[src/rtl/add_operand_sequencer_pkg.sv]
// Shared constants and FSM encoding for the serial-adder operand sequencer.
package add_operand_sequencer_pkg;

    localparam int OP_W = 4;

    localparam logic [1:0] P_SEQ_NONE   = 2'd0;
    localparam logic [1:0] P_SEQ_FIRST  = 2'd1;
    localparam logic [1:0] P_SEQ_SECOND = 2'd2;

    typedef enum logic [2:0] {
        ST_IDLE     = 3'd0,
        ST_SEND_P1  = 3'd1,
        ST_SEND_P2  = 3'd2,
        ST_WAIT_RES = 3'd3,
        ST_OUT      = 3'd4
    } state_t;

endpackage

[src/rtl/add_operand_sequencer_operand_pair_fifo.sv]
// Small show-ahead FIFO of {a,b} operand pairs; head entry is visible before pop.
module operand_pair_fifo #(
    parameter int DEPTH  = 4,
    parameter int DATA_W = 8
) (
    input  logic              clk,
    input  logic              rst,
    input  logic              i_push,
    input  logic [DATA_W-1:0] i_push_data,
    input  logic              i_pop,
    output logic [DATA_W-1:0] o_pop_data,
    output logic              o_full,
    output logic              o_empty
);

    localparam int PTR_W = $clog2(DEPTH);
    localparam int CNT_W = PTR_W + 1;

    logic [DATA_W-1:0] r_mem [DEPTH];
    logic [PTR_W-1:0]  r_wr_ptr;
    logic [PTR_W-1:0]  r_rd_ptr;
    logic [CNT_W-1:0]  r_count;
    logic              w_do_push;
    logic              w_do_pop;

    assign o_full     = (r_count == CNT_W'(DEPTH));
    assign o_empty    = (r_count == '0);
    assign w_do_push  = i_push && !o_full;
    assign w_do_pop   = i_pop && !o_empty;
    assign o_pop_data = r_mem[r_rd_ptr];

    // Storage needs no reset: contents are only observed through the count.
    always_ff @(posedge clk) begin
        if (w_do_push) begin
            r_mem[r_wr_ptr] <= i_push_data;
        end
    end

    // DEPTH is a power of two, so the pointers wrap naturally.
    always_ff @(posedge clk or negedge rst) begin
        if (!rst) begin
            r_wr_ptr <= '0;
            r_rd_ptr <= '0;
            r_count  <= '0;
        end else begin
            if (w_do_push) begin
                r_wr_ptr <= r_wr_ptr + PTR_W'(1);
            end
            if (w_do_pop) begin
                r_rd_ptr <= r_rd_ptr + PTR_W'(1);
            end
            case ({w_do_push, w_do_pop})
                2'b10:   r_count <= r_count + CNT_W'(1);
                2'b01:   r_count <= r_count - CNT_W'(1);
                default: r_count <= r_count;
            endcase
        end
    end

endmodule

[src/rtl/add_operand_sequencer.sv]
// Feeds queued operand pairs to a serial adder over p/p_seq, collects s,
// and hands results (or a timeout error) to a valid/ready consumer.
module add_operand_sequencer
    import add_operand_sequencer_pkg::*;
#(
    parameter int DEPTH       = 4,
    parameter int RES_TIMEOUT = 8
) (
    input  logic            clk,
    input  logic            rst,
    input  logic            i_in_valid,
    output logic            o_in_ready,
    input  logic [OP_W-1:0] i_in_a,
    input  logic [OP_W-1:0] i_in_b,
    output logic [OP_W-1:0] o_p,
    output logic [1:0]      o_p_seq,
    input  logic            i_res_valid,
    input  logic [OP_W-1:0] i_s,
    output logic            o_out_valid,
    input  logic            i_out_ready,
    output logic [OP_W-1:0] o_out_sum,
    output logic            o_out_err,
    output logic            o_busy
);

    localparam int TMO_W = $clog2(RES_TIMEOUT);

    state_t              r_state;
    state_t              w_state_next;
    logic [OP_W-1:0]     r_b;
    logic [OP_W-1:0]     r_p;
    logic [1:0]          r_p_seq;
    logic [TMO_W-1:0]    r_tmo_cnt;
    logic [OP_W-1:0]     r_out_sum;
    logic                r_out_err;
    logic                w_fifo_pop;
    logic                w_fifo_full;
    logic                w_fifo_empty;
    logic [2*OP_W-1:0]   w_fifo_data;
    logic                w_capture;
    logic                w_timeout;

    operand_pair_fifo #(
        .DEPTH  (DEPTH),
        .DATA_W (2 * OP_W)
    ) u_fifo (
        .clk         (clk),
        .rst         (rst),
        .i_push      (i_in_valid),
        .i_push_data ({i_in_a, i_in_b}),
        .i_pop       (w_fifo_pop),
        .o_pop_data  (w_fifo_data),
        .o_full      (w_fifo_full),
        .o_empty     (w_fifo_empty)
    );

    always_comb begin
        w_state_next = r_state;
        w_fifo_pop   = 1'b0;
        w_capture    = 1'b0;
        w_timeout    = 1'b0;
        case (r_state)
            ST_IDLE: begin
                if (!w_fifo_empty) begin
                    w_fifo_pop   = 1'b1;
                    w_state_next = ST_SEND_P1;
                end
            end
            ST_SEND_P1: w_state_next = ST_SEND_P2;
            ST_SEND_P2: w_state_next = ST_WAIT_RES;
            ST_WAIT_RES: begin
                // A result arriving on the last allowed cycle still wins over the timeout.
                if (i_res_valid) begin
                    w_capture    = 1'b1;
                    w_state_next = ST_OUT;
                end else if (r_tmo_cnt == TMO_W'(RES_TIMEOUT - 1)) begin
                    w_timeout    = 1'b1;
                    w_state_next = ST_OUT;
                end
            end
            ST_OUT: begin
                if (i_out_ready) begin
                    if (!w_fifo_empty) begin
                        w_fifo_pop   = 1'b1;
                        w_state_next = ST_SEND_P1;
                    end else begin
                        w_state_next = ST_IDLE;
                    end
                end
            end
            default: w_state_next = ST_IDLE;
        endcase
    end

    always_ff @(posedge clk or negedge rst) begin
        if (!rst) begin
            r_state   <= ST_IDLE;
            r_b       <= '0;
            r_p       <= '0;
            r_p_seq   <= P_SEQ_NONE;
            r_tmo_cnt <= '0;
            r_out_sum <= '0;
            r_out_err <= 1'b0;
        end else begin
            r_state <= w_state_next;
            if (w_fifo_pop) begin
                r_b <= w_fifo_data[OP_W-1:0];
            end
            // p/p_seq follow the next state so the adder sees them aligned with the state.
            case (w_state_next)
                ST_SEND_P1: begin
                    r_p     <= w_fifo_data[2*OP_W-1:OP_W];
                    r_p_seq <= P_SEQ_FIRST;
                end
                ST_SEND_P2: begin
                    r_p     <= r_b;
                    r_p_seq <= P_SEQ_SECOND;
                end
                default: r_p_seq <= P_SEQ_NONE;
            endcase
            if (r_state == ST_SEND_P2) begin
                r_tmo_cnt <= '0;
            end else if (r_state == ST_WAIT_RES) begin
                r_tmo_cnt <= r_tmo_cnt + TMO_W'(1);
            end
            if (w_capture) begin
                r_out_sum <= i_s;
                r_out_err <= 1'b0;
            end else if (w_timeout) begin
                r_out_sum <= '0;
                r_out_err <= 1'b1;
            end
        end
    end

    assign o_in_ready  = !w_fifo_full;
    assign o_p         = r_p;
    assign o_p_seq     = r_p_seq;
    assign o_out_valid = (r_state == ST_OUT);
    assign o_out_sum   = r_out_sum;
    assign o_out_err   = r_out_err;
    assign o_busy      = (r_state != ST_IDLE) || !w_fifo_empty;

endmodule

[config.mk]
export PLATFORM = sky130hd
export DESIGN_NAME = add_operand_sequencer
export DESIGN_NICKNAME = d
export VERILOG_FILES = /design/src/rtl/add_operand_sequencer_pkg.sv /design/src/rtl/add_operand_sequencer_operand_pair_fifo.sv /design/src/rtl/add_operand_sequencer.sv
export SDC_FILE = /design/constraint.sdc
export NUM_CORES = 1
export LEC_CHECK = 0
export CORE_ASPECT_RATIO = 2
export CORE_MARGIN = 4
export CORE_UTILIZATION = 54
export CTS_CLUSTER_DIAMETER = 120
export DETAILED_ROUTE_END_ITERATION = 6
export PLACE_DENSITY = 0.75
export SLEW_MARGIN = 40
export SYNTH_ARGS = -nofsm -noshare
export SYNTH_HDL_FRONTEND = slang
export SYNTH_SLANG_ARGS = --single-unit
[constraint.sdc]
create_clock -name clk -period 3 [get_ports clk]
set_input_delay 0.6 -clock clk [delete_from_list [all_inputs] [get_ports clk]]
set_output_delay 0.6 -clock clk [all_outputs]
set_load 0.005 [all_outputs]
**Yosys cells after proc, flatten, opt, wreduce, memory -nomap -nowiden**

Memories as Yosys holds them, arrays and structs flattened.
Index checks and enable logic that the tools add are counted.

- Eq/ne operators: 10
- $add $sub $neg: 5
- Muxes and demuxes: 25
- Reduce and logical (&&, ||, !) cells: 12

Operators by type and width:

| cell | number |
|---|---|
| 3-bit 2-to-1 mux | 6 |
| 3-bit one-hot mux with 5 select lines | 1 |
| 1-bit 2-to-1 mux | 12 |
| 3-bit by 2-bit == test with 1-bit output, second input constant | 3 |
| 3-bit == test, second input constant | 3 |
| 4-bit 2-to-1 mux | 2 |
| 4-bit one-hot mux with 2 select lines | 1 |
| 2-bit nonzero test | 4 |
| 3-bit by 1-bit adder with 3-bit output, second input constant | 2 |
| 3-bit by 1-bit == test with 1-bit output, second input constant | 2 |
| 3-bit zero test | 2 |
| 3-bit one-hot mux with 2 select lines | 1 |
| 2-bit by 1-bit adder with 2-bit output, second input constant | 2 |
| 2-bit one-hot mux with 2 select lines | 1 |
| 3-bit nonzero test | 1 |
| 3-bit by 1-bit subtractor with 3-bit output, second input constant | 1 |
| 2-bit by 1-bit == test with 1-bit output, second input constant | 1 |
| 2-bit == test, second input constant | 1 |
| 1-bit logical AND | 2 |
| 1-bit zero test | 2 |
| 1-bit one-hot mux with 2 select lines | 1 |
| 1-bit logical OR | 1 |

- Input bits: 17
- Register bits after elaboration: 28
- Memories kept: 1
- Memory bits (writable): 32

Memory list:

| name | words | width | rd ports | clocked after memory_dff | wr ports | RTL line | source |
|---|---|---|---|---|---|---|---|
| u_fifo.r_mem | 4 | 8 | 1 | 0 | 1 | add_operand_sequencer_operand_pair_fifo.sv:19 | `logic [DATA_W-1:0] r_mem [DEPTH];` |

**Logic depth before layout (Yosys ltp)**

Gate-level depths: netlist of run 1.

- Depth in word-level cells: 7
- Depth in mapped cells: 10

**Hierarchy**

From an unflattened synthesis of run 1, not the netlist that was laid out.

- Cells, all modules: 156
- Area total of the unflattened synthesis: 2,523.7 um2

Modules (own cells, without submodules):

| module | seq. area each (um2) | cells an instance | area an instance (um2) | instances |
|---|---|---|---|---|
| operand_pair_fifo | 1,136.1 | 79 | 1,592.8 | 1 |
| add_operand_sequencer | 525.5 | 77 | 930.9 | 1 |

**Worst setup path before layout of run 1**

OpenSTA, ideal clock, no wires.

- Kind: input to register
- From: in i_out_ready
- To: reg u_fifo.r_count[2]
- Setup slack: 0.837 ns
- Setup time: 0.079 ns
- Path buffers: 1
- Arrival time: 2.084 ns
- Cell stages on the path: 9
- Data required time: 2.921 ns
- Cell sequence: nand2b_1 -> and3_4 -> buf_6 -> ha_1 -> inv_1 -> fa_1 -> xor2_1 -> nor2_1 -> xor2_1

- Word-level cells in the longest chain between the ends: 5
- Elaborated cells on any way between the ends: 7

Ends and longest elaborated chain:

| what | RTL line | source |
|---|---|---|
| start, declared | add_operand_sequencer.sv:20 | `input logic i_out_ready,` |
| 1-bit 2-to-1 mux * | add_operand_sequencer.sv:82 | `if (i_out_ready) begin` |
| 1-bit one-hot mux with 2 select lines * | add_operand_sequencer.sv:62 | `case (r_state)` |
| 1-bit logical AND * | add_operand_sequencer_operand_pair_fifo.sv:29 | `assign w_do_pop = i_pop && !o_empty;` |
| named net u_fifo.w_do_pop | add_operand_sequencer_operand_pair_fifo.sv:24 | `logic w_do_pop;` |
| 2-bit by 1-bit == test with 1-bit output / 2-bit == test (equally long branches) | add_operand_sequencer_operand_pair_fifo.sv:52 | `case ({w_do_push, w_do_pop})` |
| 3-bit one-hot mux with 2 select lines / 2-bit nonzero test (equally long branches) | n/a |  |
| end signal, assigned | add_operand_sequencer_operand_pair_fifo.sv:53 | `2'b10: r_count <= r_count + CNT_W'(1);` |
| end signal, assigned | add_operand_sequencer_operand_pair_fifo.sv:54 | `2'b01: r_count <= r_count - CNT_W'(1);` |
| end signal, assigned | add_operand_sequencer_operand_pair_fifo.sv:55 | `default: r_count <= r_count;` |
| end, declared | add_operand_sequencer_operand_pair_fifo.sv:22 | `logic [CNT_W-1:0] r_count;` |

The timed path passes the listed nets; every way through them passes the cells marked *.
A chain may end at the register's enable or synchronous reset.

**Worst setup path after layout of run 1**

- From: reg u_fifo.r_count[2]
- To: out o_busy

- Word-level cells in the longest chain between the ends: 3

Ends and longest elaborated chain:

| what | RTL line | source |
|---|---|---|
| 3-bit zero test | add_operand_sequencer_operand_pair_fifo.sv:27 | `assign o_empty = (r_count == '0);` |
| 1-bit zero test | add_operand_sequencer.sv:142 | `assign o_busy = (r_state != ST_IDLE) \|\| !w_fifo_empty;` |
| 1-bit logical OR | add_operand_sequencer.sv:142 |  |
| end, declared | add_operand_sequencer.sv:23 | `output logic o_busy` |

Every way passes these cells.

==> run metrics, run 1 <==
Setup-failing EPs final 0; final setup TNS 0 ns; Synth Register Bits 60; routability cong. 0.875; largest net degree at the start of global routing 29; Post-Place Cell Area 0.00284 mm^2; clock slew at reported path FFs 0.07 ns; clock skew 0.00728 ns; worst skew pair latency 0.34 ns; post-place setup slack 0.233 ns; initial core utilization 56.3%; Mapped Avg Cell Area 15.7 um^2; worst setup path class flop to output port; Final Hold Vio Count 0; worst min path class flop to flop; total wire length 4480 um; Distinct cells, synth 34; crit path DAT 2.16 ns; DIE AREA 0.00583 mm^2; Peak VDD IR 0.627 mV; wire per inst 17.6 um; Post-Syn Area 0.00249 mm^2; Top FF cell, synth edfxtp_1; Leak 0.00121 uW; CTS H-tree depth 3; Layout fillers 322; sequential area share after synthesis 66.7%; highest clock rate 0.362 GHz; First-pass DRT Iterations 5; Gate power share 32.6%; IO Pins 31; switching part of the total 31.4%; Yosys warning count 0; cell taking the most area after synthesis edfxtp_1; Bufs on Longest Clock Path 2; Vias 1429; Syn Nets 184; Ant. Diodes 0; synthesized instance count 159; number of flops mapped to enable cells by yosys 32; fin crit share 92.2%; CTS tree built; CTS Buf Count 9; Area contributors post-synth edfxtp_1 (39%), dfrtp_1 (28%), mux4_2 (7.2%), ha_1 (3.5%), mux2_4 (2.4%); fin nets 222; post_cts resized 0; Die Y 104 um; vias in the first global route 1574; status complete, no violations; RSZ-0062 raised after global routing no; layout cells sized above 1 15.9%; Synth top cells by count edfxtp_1 (32), dfrtp_1 (28), nand2_1 (13); Yosys top cell area share 38.6%; Power Density 1000 mW/mm^2; most common cell in the netlist edfxtp_1; Worst Path Required 2.40 ns; GRT Total Usage 17.7%; Setup crit end kind output port; vias per cell 5.60; HPWL Detailed 3320 um; internal power 2080 uW; global-route wire length before repair 7630 um; antenna violations before repair 0; min Tclk post-route 2.76 ns; Rel. slew slack 58.3%; DRC viols 0; FP Rows 34; Max Slew Vio Count 0; # clock sinks 60; Clk pwr share 22.6%; maxcap violations 0; I/O Buffers 30; smallest hold slack 0.500 ns; DR iter-0 viols 39; post-CTS setup buffer count 0; P&R area growth vs syn 21.6%; Startpoint Class flop; die width 56.0 um; Root Driver clkbuf_8; Sequential Power Share 44.8%; GRT overflow 0; final instance area 0.00303 mm^2; Core Box Area 0.00442 mm^2; Final WS setup 0.235 ns; sw power 952 uW; cts hold-fix bufs 0; Final ANT Viol Nets 0; actual slew at the worst max-slew pin 0.620 ns; Async SR Flop Fraction 46.7%; crit-path max FO 10
==> routing by layer <==
layer  share of wire [%]  track usage, %
met5                   0               0
met4                 3.1            9.00
met3                 5.2            6.83
met2                  56            31.0
met1                  35            17.4
==> cell families (layout without fill, tap and decap cells) <==
logic type      Yosys count  after routing  synth area share (%)
buf+inv                  15             57                  2.91
simple gates             39             39                  8.64
xor+xnor                  6              6                  2.11
mux                      15             15                  11.0
fa+ha+maj                 8              8                  4.32
compound gates           16             16                  4.32
flops                    60             60                  66.7
==> final cells by class <==
cell class | instances | area, um^2 | area share [%]
multi-input combinational | 84 | 756 | 25.0
clock buffer | 9 | 124 | 4.09
timing repair buffer | 32 | 315 | 10.4
tap | 54 | 67.6 | 2.23
sequential | 60 | 1660 | 54.9
inverter | 10 | 37.5 | 1.24
clock inverter | 6 | 66.3 | 2.19
==> registers in the layout (all words and copies together) (netlist names) <==
| register | count |
|---|---|
| r_tmo_cnt | 3 |
| u_fifo.r_wr_ptr | 2 |
| o_out_sum | 4 |
| r_b | 4 |
| o_out_err | 1 |
| u_fifo.r_count | 3 |
| r_state | 3 |
| u_fifo.r_mem | 32 |
| o_p | 4 |
| o_p_seq | 2 |
| u_fifo.r_rd_ptr | 2 |
==> placed cells by master, fill, tap and decap left out, types with 2 or more instances in the layout <==
cell type / netlist / routed
a22o_1: 4 / 4
and2_1: 2 / 2
and3_1: 5 / 5
buf_4: 0 / 2
clkbuf_8: 0 / 9
clkdlybuf4s50_1: 0 / 30
clkinvlp_4: 0 / 3
dfrtp_1: 28 / 28
edfxtp_1: 32 / 32
ha_1: 7 / 7
inv_1: 10 / 10
mux2_4: 4 / 4
mux4_2: 8 / 8
nand2_1: 13 / 13
nand2b_1: 2 / 2
nand4_1: 5 / 5
nor2_1: 3 / 3
o211ai_1: 4 / 4
o21ai_0: 6 / 6
or3b_1: 2 / 2
xnor2_1: 3 / 3
xor2_1: 3 / 3
==> per-stage QoR <==
stage	std cells	util (%)	total power, uW
floorplan	159	-	2010
global placement	240	64.1	2300
detailed placement	240	64.1	2380
CTS	255	68.4	3080
global route	255	68.4	3250
finish	255	68.4	3030
==> power groups by stage <==
| stage | logic [uW] | registers, uW | clock network [uW] |
|---|---|---|---|
| after detailed placement | 1000 | 1370 | 0 |
| after CTS | 1010 | 1360 | 706 |
| after floorplan | 736 | 1270 | 0 |
| after global placement | 947 | 1350 | 0 |
| final | 989 | 1360 | 687 |
| after global routing | 1090 | 1400 | 756 |
==> critical path, stage by stage (launching register included) <==
cell             delay (ns)
dfrtp_1                0.41
or3_1                  0.53
or4_1                  0.44
clkdlybuf4s50_1        0.46
==> final timing paths <==
| kind | slack, ns | startpoint | cells past startpoint | endpoint |
|---|---|---|---|---|
| setup / recovery | 0.24 | u_fifo.r_count[2] | 3 | o_busy |
| hold / removal | 0.50 | u_fifo.r_count[2] | 1 | u_fifo.r_count[2] |
| setup reg to reg | 0.68 | u_fifo.r_count[0] | 9 | u_fifo.r_count[2] |
| hold reg to reg | 0.50 | u_fifo.r_count[2] | 1 | u_fifo.r_count[2] |
| max in group asynchronous | 2.10 | rst | 2 | o_p[2] |
| min in group asynchronous | 0.63 | rst | 2 | r_tmo_cnt[0] |
No activity file was read; power rests on OpenSTA's default activity.
==> run 2, diff against run 1 <==
--- a/config.mk
+++ b/config.mk
@@ -5,12 +5,14 @@
 export SDC_FILE = /design/constraint.sdc
 export NUM_CORES = 1
 export LEC_CHECK = 0
+export CAP_MARGIN = 20
+export CELL_PAD_IN_SITES_DETAIL_PLACEMENT = 0
+export CELL_PAD_IN_SITES_GLOBAL_PLACEMENT = 1
 export CORE_ASPECT_RATIO = 2
-export CORE_MARGIN = 4
-export CORE_UTILIZATION = 54
+export CORE_UTILIZATION = 46
 export CTS_CLUSTER_DIAMETER = 120
 export DETAILED_ROUTE_END_ITERATION = 6
-export PLACE_DENSITY = 0.75
+export PLACE_DENSITY = 0.76
 export SLEW_MARGIN = 40
 export SYNTH_ARGS = -nofsm -noshare
 export SYNTH_HDL_FRONTEND = slang
==> run 2 against run 1 <==
  * Maximum frequency rose by 0.73%
  * Highest routed layer unchanged
  * Worst setup slack improved by 0.020 ns
  * Clock power rose by 25%
  * Die area fell by 1.7%
  * Sequential cell count did not move
  * Sequential share of layout area fell by 0.96 points
  * Wire length rose by 0.16%
  * Critical endpoint unchanged
  * First-iteration DRC count fell by 79%
==> run metrics, run 2 (synthesized netlist as in run 1, its figures left out) <==
status complete, no violations; total wire length 4490 um; antenna violations before repair 0; Final Hold Vio Count 0; vias in the first global route 1490; global-route wire length before repair 7200 um; # clock sinks 60; Bufs on Longest Clock Path 2; layout cells sized above 1 15.8%; Root Driver clkbuf_8; Core Box Area 0.00518 mm^2; GRT overflow 0; worst skew pair latency 0.34 ns; largest net degree at the start of global routing 29; highest clock rate 0.364 GHz; Die Y 106 um; Peak VDD IR 0.508 mV; Leak 0.00124 uW; DRC viols 0; CTS H-tree depth 3; CTS tree built; die width 54.0 um; fin nets 222; vias per cell 5.42; min Tclk post-route 2.74 ns; post-layout util 59.4%; final setup TNS 0 ns; Vias 1410; post_cts resized 0; DIE AREA 0.00573 mm^2; Power Density 1040 mW/mm^2; P&R area growth vs syn 23.8%; clock slew at reported path FFs 0.06 ns; cts hold-fix bufs 0; Max Slew Vio Count 0; Setup crit end kind output port; fin crit share 91.5%; CTS Buf Count 9; Worst Path Required 2.40 ns; Final WS setup 0.255 ns; Power Total 3200 uW; worst min path class flop to flop; Largest Register u_fifo.r_mem; post-CTS setup buffer count 0; routability cong. 0.720; crit-path max FO 10; Rel. slew slack 58.9%; crit path DAT 2.14 ns; most frequent cells in the layout edfxtp_1 (32), clkdlybuf4s50_1 (30), dfrtp_1 (28), nand2_1 (13), inv_1 (10); worst setup path class flop to output port; Startpoint Class flop; Final ANT Viol Nets 0; Setup-failing EPs final 0; IO Pins 31; wire per inst 17.3 um; initial core utilization 48.0%; maxcap violations 0; Ant. Diodes 0; I/O Buffers 30; GRT Total Usage 18.4%; HPWL Detailed 3330 um; RSZ-0062 raised after global routing no; actual slew at the worst max-slew pin 0.610 ns; max reg flops 32; DR iter-0 viols 8; most common cell after layout, fill and taps aside edfxtp_1; First-pass DRT Iterations 4; clock skew 0.00797 ns; FP Rows 37; post-place setup slack 0.320 ns
[run 2: changes by cell type in the layout (fill, tap and decap cells not counted), sizes merged]
cell	change
bufinv	+2
clkinvlp	-2
clkinv	+1
[run 2: worst max-delay path, stage by stage (launching register included)]
cell and delay (ns):
dfrtp_1 0.40, or3_1 0.52, or4_1 0.44, clkdlybuf4s50_1 0.45
[run 2: area by class of cell]
cell class / count / area, um^2
clock buffer: 9 / 124
clock inverter: 7 / 115
fill: 421 / 2100
inverter: 10 / 37.5
multi-input combinational: 84 / 756
sequential: 60 / 1660
tap: 58 / 72.6
timing repair buffer: 32 / 315
[run 2: path summary, 6_finish.rpt]
check	from	end	slack (ns)	cells after the start
min in group asynchronous	rst	r_state[1]	0.64	2
setup / recovery	u_fifo.r_count[2]	o_busy	0.26	3
hold reg to reg	u_fifo.r_count[2]	u_fifo.r_count[2]	0.49	1
hold / removal	u_fifo.r_count[2]	u_fifo.r_count[2]	0.49	1
setup reg to reg	u_fifo.r_count[0]	u_fifo.r_count[2]	0.68	9
max in group asynchronous	rst	o_p[0]	2.09	2
[run 2: through the flow]
step	std cells	hold slack, ns	instance area, um^2
after floorplan	159	0.304	2490
after detailed placement	244	0.477	2840
after global routing	260	0.528	3080
final	260	0.490	3080
after global placement	244	0.466	2840
after CTS	260	0.496	3080
[run 2: layer usage]
layer	wire, um	vias to the layer above	global-route usage [%]	part of all wire, %
li1	-	666	-	-
met1	1640	695	19.9	36
met2	2570	39	31.7	57
met3	181	10	3.43	4.0
met4	99	0	10.4	2.2
met5	0	-	0	0
[run 2: report_power, final]
part	leakage (uW)	switching (uW)	internal, uW
logic	0.000487	426	551
clock network	0.000117	313	548
registers	0.000637	208	1150
total	0.00124	947	2250
